==> config.mk <==
export PLATFORM = sky130hd
export DESIGN_NAME = hashfunc_unit
export DESIGN_NICKNAME = d
export VERILOG_FILES = /design/src/rtl/hash_pkg.sv /design/src/rtl/mod_serial.sv /design/src/rtl/hashfunc_unit.sv
export SDC_FILE = /design/constraint.sdc
export NUM_CORES = 1
export LEC_CHECK = 0
export CAP_MARGIN = 10
export CORE_AREA = 2 2 101 103
export CTS_BUF_LIST = sky130_fd_sc_hd__clkbuf_4
export DETAILED_ROUTE_END_ITERATION = 16
export DIE_AREA = 0 0 103 105
export PLACE_DENSITY = 0.92
export SLEW_MARGIN = 20
export SYNTH_ARGS = -nofsm -noshare
export SYNTH_HDL_FRONTEND = slang
export SYNTH_HIERARCHICAL = 1
export SYNTH_SLANG_ARGS = --single-unit
export TNS_END_PERCENT = 10
==> constraint.sdc <==
create_clock -name clock -period 10.2 [get_ports clock]
set_input_delay 2.04 -clock clock [delete_from_list [all_inputs] [get_ports clock]]
set_output_delay 2.04 -clock clock [all_outputs]
set_load 0.05 [all_outputs]
==> src/rtl/hash_pkg.sv <==
// rtl/hash_pkg.sv - shared sizing, iteration count and state encoding for the hash blocks
package hash_pkg;

    localparam int unsigned H1_SIZE_DEF = 5;
    localparam int unsigned H2_SIZE_DEF = 10;
    localparam int unsigned MODULUS_DEF = H1_SIZE_DEF * H2_SIZE_DEF;
    localparam int unsigned N_ITER      = 32;
    localparam int unsigned CNT_W       = $clog2(N_ITER + 1);

    typedef enum logic {
        ST_IDLE = 1'b0,
        ST_BUSY = 1'b1
    } state_e;

    // Remainder register must hold 2*modulus-1 just before the conditional subtract.
    function automatic int unsigned rem_width(input int unsigned modulus);
        return $clog2(2 * modulus);
    endfunction

endpackage

==> src/rtl/mod_serial.sv <==
// rtl/mod_serial.sv - bit-serial restoring remainder by a constant modulus, MSB first
module mod_serial #(
    parameter int unsigned MODULUS = 50,
    parameter int unsigned WIDTH   = 7
) (
    input  logic             clock,
    input  logic             reset_n,
    input  logic             start_i,
    input  logic             step_i,
    input  logic             bit_i,
    output logic [WIDTH-1:0] rem_o
);

    logic [WIDTH-1:0] rem_q;
    logic [WIDTH-1:0] rem_d;
    logic [WIDTH:0]   shifted;

    // rem_q < MODULUS always holds, so one subtract restores the invariant.
    always_comb begin
        shifted = {rem_q, bit_i};
        rem_d   = rem_q;
        if (start_i) begin
            rem_d = '0;
        end else if (step_i) begin
            if (shifted >= (WIDTH+1)'(MODULUS)) begin
                rem_d = WIDTH'(shifted - (WIDTH+1)'(MODULUS));
            end else begin
                rem_d = WIDTH'(shifted);
            end
        end
    end

    always_ff @(posedge clock or negedge reset_n) begin
        if (!reset_n) begin
            rem_q <= '0;
        end else begin
            rem_q <= rem_d;
        end
    end

    assign rem_o = rem_q;

endmodule

==> src/rtl/hashfunc_unit.sv <==
// rtl/hashfunc_unit.sv - two-table hash indices from one key via a serial remainder
module hashfunc_unit
    import hash_pkg::*;
#(
    parameter int unsigned H1_SIZE = H1_SIZE_DEF,
    parameter int unsigned H2_SIZE = H2_SIZE_DEF
) (
    input  logic        clock,
    input  logic        reset_n,
    input  logic        key_valid,
    input  logic [31:0] key,
    output logic        ready,
    output logic        hash_valid,
    output logic [31:0] hash1,
    output logic [31:0] hash2
);

    localparam int unsigned MODULUS = H1_SIZE * H2_SIZE;
    localparam int unsigned REM_W   = rem_width(MODULUS);

    state_e           state_q, state_d;
    logic [CNT_W-1:0] cnt_q, cnt_d;
    logic [31:0]      key_q, key_d;
    logic [31:0]      hash1_q, hash1_d;
    logic [31:0]      hash2_q, hash2_d;
    logic             valid_q, valid_d;
    logic             start;
    logic             step;
    logic [REM_W-1:0] rem;
    logic [31:0]      r_ext;

    mod_serial #(
        .MODULUS (MODULUS),
        .WIDTH   (REM_W)
    ) u_mod (
        .clock   (clock),
        .reset_n (reset_n),
        .start_i (start),
        .step_i  (step),
        .bit_i   (key_q[31]),
        .rem_o   (rem)
    );

    assign r_ext = {{(32-REM_W){1'b0}}, rem};

    // The key is shifted left each step so its MSB always feeds the remainder.
    always_comb begin
        state_d = state_q;
        cnt_d   = cnt_q;
        key_d   = key_q;
        hash1_d = hash1_q;
        hash2_d = hash2_q;
        valid_d = 1'b0;
        start   = 1'b0;
        step    = 1'b0;
        case (state_q)
            ST_IDLE: begin
                if (key_valid) begin
                    state_d = ST_BUSY;
                    key_d   = key;
                    cnt_d   = '0;
                    start   = 1'b1;
                end
            end
            ST_BUSY: begin
                if (cnt_q < CNT_W'(N_ITER)) begin
                    step  = 1'b1;
                    key_d = {key_q[30:0], 1'b0};
                    cnt_d = cnt_q + CNT_W'(1);
                end else begin
                    hash1_d = r_ext % 32'(H1_SIZE);
                    hash2_d = r_ext / 32'(H1_SIZE);
                    valid_d = 1'b1;
                    state_d = ST_IDLE;
                end
            end
            default: state_d = ST_IDLE;
        endcase
    end

    always_ff @(posedge clock or negedge reset_n) begin
        if (!reset_n) begin
            state_q <= ST_IDLE;
            cnt_q   <= '0;
            key_q   <= '0;
            hash1_q <= '0;
            hash2_q <= '0;
            valid_q <= 1'b0;
        end else begin
            state_q <= state_d;
            cnt_q   <= cnt_d;
            key_q   <= key_d;
            hash1_q <= hash1_d;
            hash2_q <= hash2_d;
            valid_q <= valid_d;
        end
    end

    assign ready      = (state_q == ST_IDLE);
    assign hash_valid = valid_q;
    assign hash1      = hash1_q;
    assign hash2      = hash2_q;

endmodule

==> results.md <==
Logic synthesis:
- In the synthesized netlist the async set-or-reset flop fraction comes to 100%.
- For this run, the number of Yosys warnings is 6.
- The sequential share of the synthesized area is 40.4%.
- In this run the cell area of the synthesized design comes to 5210 sq um.
- The synthesized instance count is 560.
- Yosys mapped a number of flops with a built-in enable equal to 0.
- Among all flip-flop cells after synthesis, the most frequent one is sky130_fd_sc_hd__dfrtp_1.
- The number of distinct library cells after synthesis is 81.
- Averaged over all synthesized cells, the footprint is 9.30 sq um.
- The synthesized design contains 84 register bits.

STA:
- The post-route setup TNS is 0 ps.
- The smallest clock period supported by the final layout is computed as 5840 ps.
- Setup repair after global routing left no endpoint under its margin.
- The number of max-slew violations in the final report is 0.
- The share of the clock period used by the worst path is 57.3%.
- The count of final hold-check violations is 0.
- The slew at the pin with the worst max-slew slack is 1010 ps.
- The final count of negative-setup-slack endpoints is 0.
- The final hold slack is 496 ps.
- Derived from the worst setup path, the maximum achievable clock frequency is 0.171 GHz.
- The final clock skew is 21.3 ps.
- The headroom to the max-slew limit is 33.0%.

Global routing:
- The initial antenna violation count is 0.
- The number of global-route vias before repair is 4237.
- Global routing consumed, on the met2 layer, 36.8% of the routing resources.
- Entering global routing, the biggest net connects 85 pins.
- The global-route usage over all layers is 22.9%.
- The first-pass GRT wire length is 20.2 mm.
- Global routing used 30.5% of the available met1 tracks.
- The global routing stage identified its most utilized layer as met2.
- Summed over all layers, the global routing overflow is 0.
- In the global route stage, met3 resource usage came out at 5.69%.

Worst setup path:
- Data on the critical path arrives at its endpoint at 6180 ps.
- For the worst flop-to-flop path, the logic depth is 17.
- The kind of start point of the critical path is a flop.
- STA classifies the critical path endpoint as a flop.
- The required time of the critical path is 10530 ps.
- The maximum fanout along the worst path is 31.
- The classification of the worst setup path is reg -> reg.

Route:
- The number of routed nets with antenna violations is 0.
- The DRC violation total after the first TritonRoute iteration is 282.
- The detailed-route wire length is 12.1 mm.
- The final route contains 4450 vias.
- The first detailed-routing pass took 5 iterations.
- In the final routed layout, each cell accounts on average for 16.2 um.
- After detailed routing, the number of vias per cell comes to 5.93.
- After detailed routing, the number of remaining DRC violations is 0.

Layout:
- The relative area change from synthesis to final layout is 16.3%.
- The finished layout holds 751 standard cells, fillers aside.
- In the layout the commonest cells are 83 x sky130_fd_sc_hd__dfrtp_1, 72 x sky130_fd_sc_hd__clkdlybuf4s50_1, 64 x sky130_fd_sc_hd__nand2_1.
- The layout cell share with drive strength beyond 1 is 8.74%.
- The filler cell count is 834.
- After routing the design area is 6050 sq um.
- The most common cell after layout, fill and taps aside is sky130_fd_sc_hd__dfrtp_1.
- At the end of the flow, the number of nets in the layout was 653.
- The number of antenna diodes in the final layout is 0.

Floorplan:
- In this run the horizontal extent of the chip is 103 um.
- The initial utilization of the core area, before any placement, comes to 54.0%.
- The floorplan step defined a core boundary enclosing 9640 sq um.
- The die covers 10800 sq um.
- In this run the core area contains 36 standard-cell rows.
- During I/O placement, the number of pins put on the boundary was 101.
- The y dimension of the die is 105 um.

Clocking:
- The CTS root buffer is sky130_fd_sc_hd__clkbuf_4.
- The post-CTS setup repair buffer count is 0.
- Clock latency on the worst-skew pair, taken at its later pin, is 450 ps.
- For this design, the CTS-stage hold fixing added 0 buffers.
- The maximum clock path buffer count is 2.
- The clock-pin slew of the registers on the worst-case setup and hold paths is 140 ps.
- The H-tree was split into 3 levels.
- The clock drives 84 sinks.
- The post-cts repair resize count is 0.
- Clock tree synthesis inserted a total of 9 buffers.
- The clock tree from TritonCTS is built.

Placement:
- Detailed placement finished with a half-perimeter wire length of 8.58 mm.
- The routability congestion estimate from global placement is 0.956.
- Buffers placed on the I/O ports in this run total 73.
- The placed instances occupy a cell area of 5850 sq um.
- The total instance count after detailed placement is 734.

Hold path:
- Along the worst hold path, the cell count comes to 2.
- The classification of the worst-slack hold path is reg -> reg.

Job:
- The tool flagged a number of max-cap violations equal to 0.

Outcome:
- The run finished with clean final reports.
[cells in the mapped netlist, drive strengths merged, types with 3 or more instances]
| cell type | number | share of area, % |
|---|---|---|
| o21a | 20 | 2.9 |
| or4 | 3 | 0.50 |
| clkbuf | 21 | 1.5 |
| and2b | 4 | 0.58 |
| a21oi | 20 | 2.0 |
| o21ai | 61 | 5.9 |
| nor2 | 27 | 1.9 |
| dfrtp | 84 | 40 |
| nand4 | 5 | 0.72 |
| mux2i | 35 | 6.7 |
| xnor2 | 4 | 0.67 |
| nand3 | 21 | 2.3 |
| a21o | 3 | 0.43 |
| nor3 | 10 | 0.96 |
| nor3b | 3 | 0.43 |
| nand2b | 4 | 0.48 |
| a22o | 3 | 0.50 |
| inv | 18 | 1.3 |
| nor4 | 3 | 0.60 |
| a31oi | 12 | 1.4 |
| and3 | 4 | 0.58 |
| maj3 | 5 | 0.99 |
| ha | 5 | 1.2 |
| a311oi | 6 | 1.4 |
| xor2 | 3 | 0.50 |
| nand2 | 64 | 4.6 |
| o22a | 4 | 0.67 |
| o211ai | 16 | 2.3 |
| or2 | 3 | 0.36 |
| o31ai | 4 | 0.67 |
| a32o | 3 | 0.58 |
| buf | 39 | 5.6 |
[final timing paths]
check	start	end	slack (ps)
min in group asynchronous	reset_n	hash2[4]	1610
setup / recovery	u_mod/rem_o[4]	hash1[4]	4360
hold reg to reg	hash2[1]	hash2[1]	500
max in group asynchronous	reset_n	state_q	8030
hold / removal	hash2[1]	hash2[1]	500
setup reg to reg	u_mod/rem_o[4]	hash1[4]	4360
[cells by family (layout without fill, tap and decap cells)]
group | after synthesis | in the layout | share of synthesized area, %
DFF | 84 | 84 | 40.4
AOI/OAI and AO/OA | 179 | 179 | 24.5
buffers and inverters | 78 | 110 | 8.36
and+or+nand+nor | 166 | 166 | 16.6
xor gates and xnor gates | 7 | 7 | 1.18
adders and majority gates | 10 | 10 | 2.19
other | 1 | 27 | 0.0720
muxes | 35 | 35 | 6.73
[state kept, by name, summed over array words and instances, names as in the netlist]
| register | flops |
|---|---|
| state_q | 1 |
| hash1 | 32 |
| hash_valid | 1 |
| cnt_q | 6 |
| key_q | 32 |
| hash2 | 5 |
| u_mod/rem_o | 7 |
[routing by layer]
layer | share of wire (%) | vias to the layer above
li1 | - | 2103
met1 | 41 | 2093
met2 | 50 | 222
met3 | 7.2 | 32
met4 | 2.1 | 0
met5 | 0 | -
[layout make-up]
| cell class | count | area [sq um] | share of cell area [%] |
|---|---|---|---|
| Inverter | 18 | 67.6 | 1.12 |
| Timing Repair Buffer | 76 | 774 | 12.8 |
| Tap cell | 133 | 166 | 2.75 |
| Clock inverter | 5 | 85.1 | 1.41 |
| Multi-Input combinational cell | 424 | 2770 | 45.8 |
| Clock buffer | 11 | 82.6 | 1.36 |
| Sequential cell | 84 | 2100 | 34.7 |
[per-stage QoR]
step                utilization, %  worst slack, ps
floorplan                        -             5630
global placement              60.7             4910
detailed placement            60.7             4560
CTS                           62.5             4490
global route                  62.8             3800
finish                        62.8             4360
[critical path, stage by stage, from the launching register on]
cell and delay, ps:
sky130_fd_sc_hd__dfrtp_1 1020, sky130_fd_sc_hd__nor2_1 290, sky130_fd_sc_hd__inv_1 130, sky130_fd_sc_hd__ha_1 380, sky130_fd_sc_hd__nand2b_1 270, sky130_fd_sc_hd__o21ai_0 410, sky130_fd_sc_hd__a2bb2oi_2 150, sky130_fd_sc_hd__nor3_1 380
sky130_fd_sc_hd__xnor2_1 210, sky130_fd_sc_hd__ha_1 260, sky130_fd_sc_hd__or2_2 310, sky130_fd_sc_hd__a311oi_2 330, sky130_fd_sc_hd__or4_4 240, sky130_fd_sc_hd__nand3_4 120, sky130_fd_sc_hd__a31oi_1 450, sky130_fd_sc_hd__nand4_2 340
sky130_fd_sc_hd__o2111ai_1 310, sky130_fd_sc_hd__o211ai_1 120
Power is left out: the tool's default activity adds up to more than one toggle a clock period on the data nets, which glitch-free logic cannot reach.
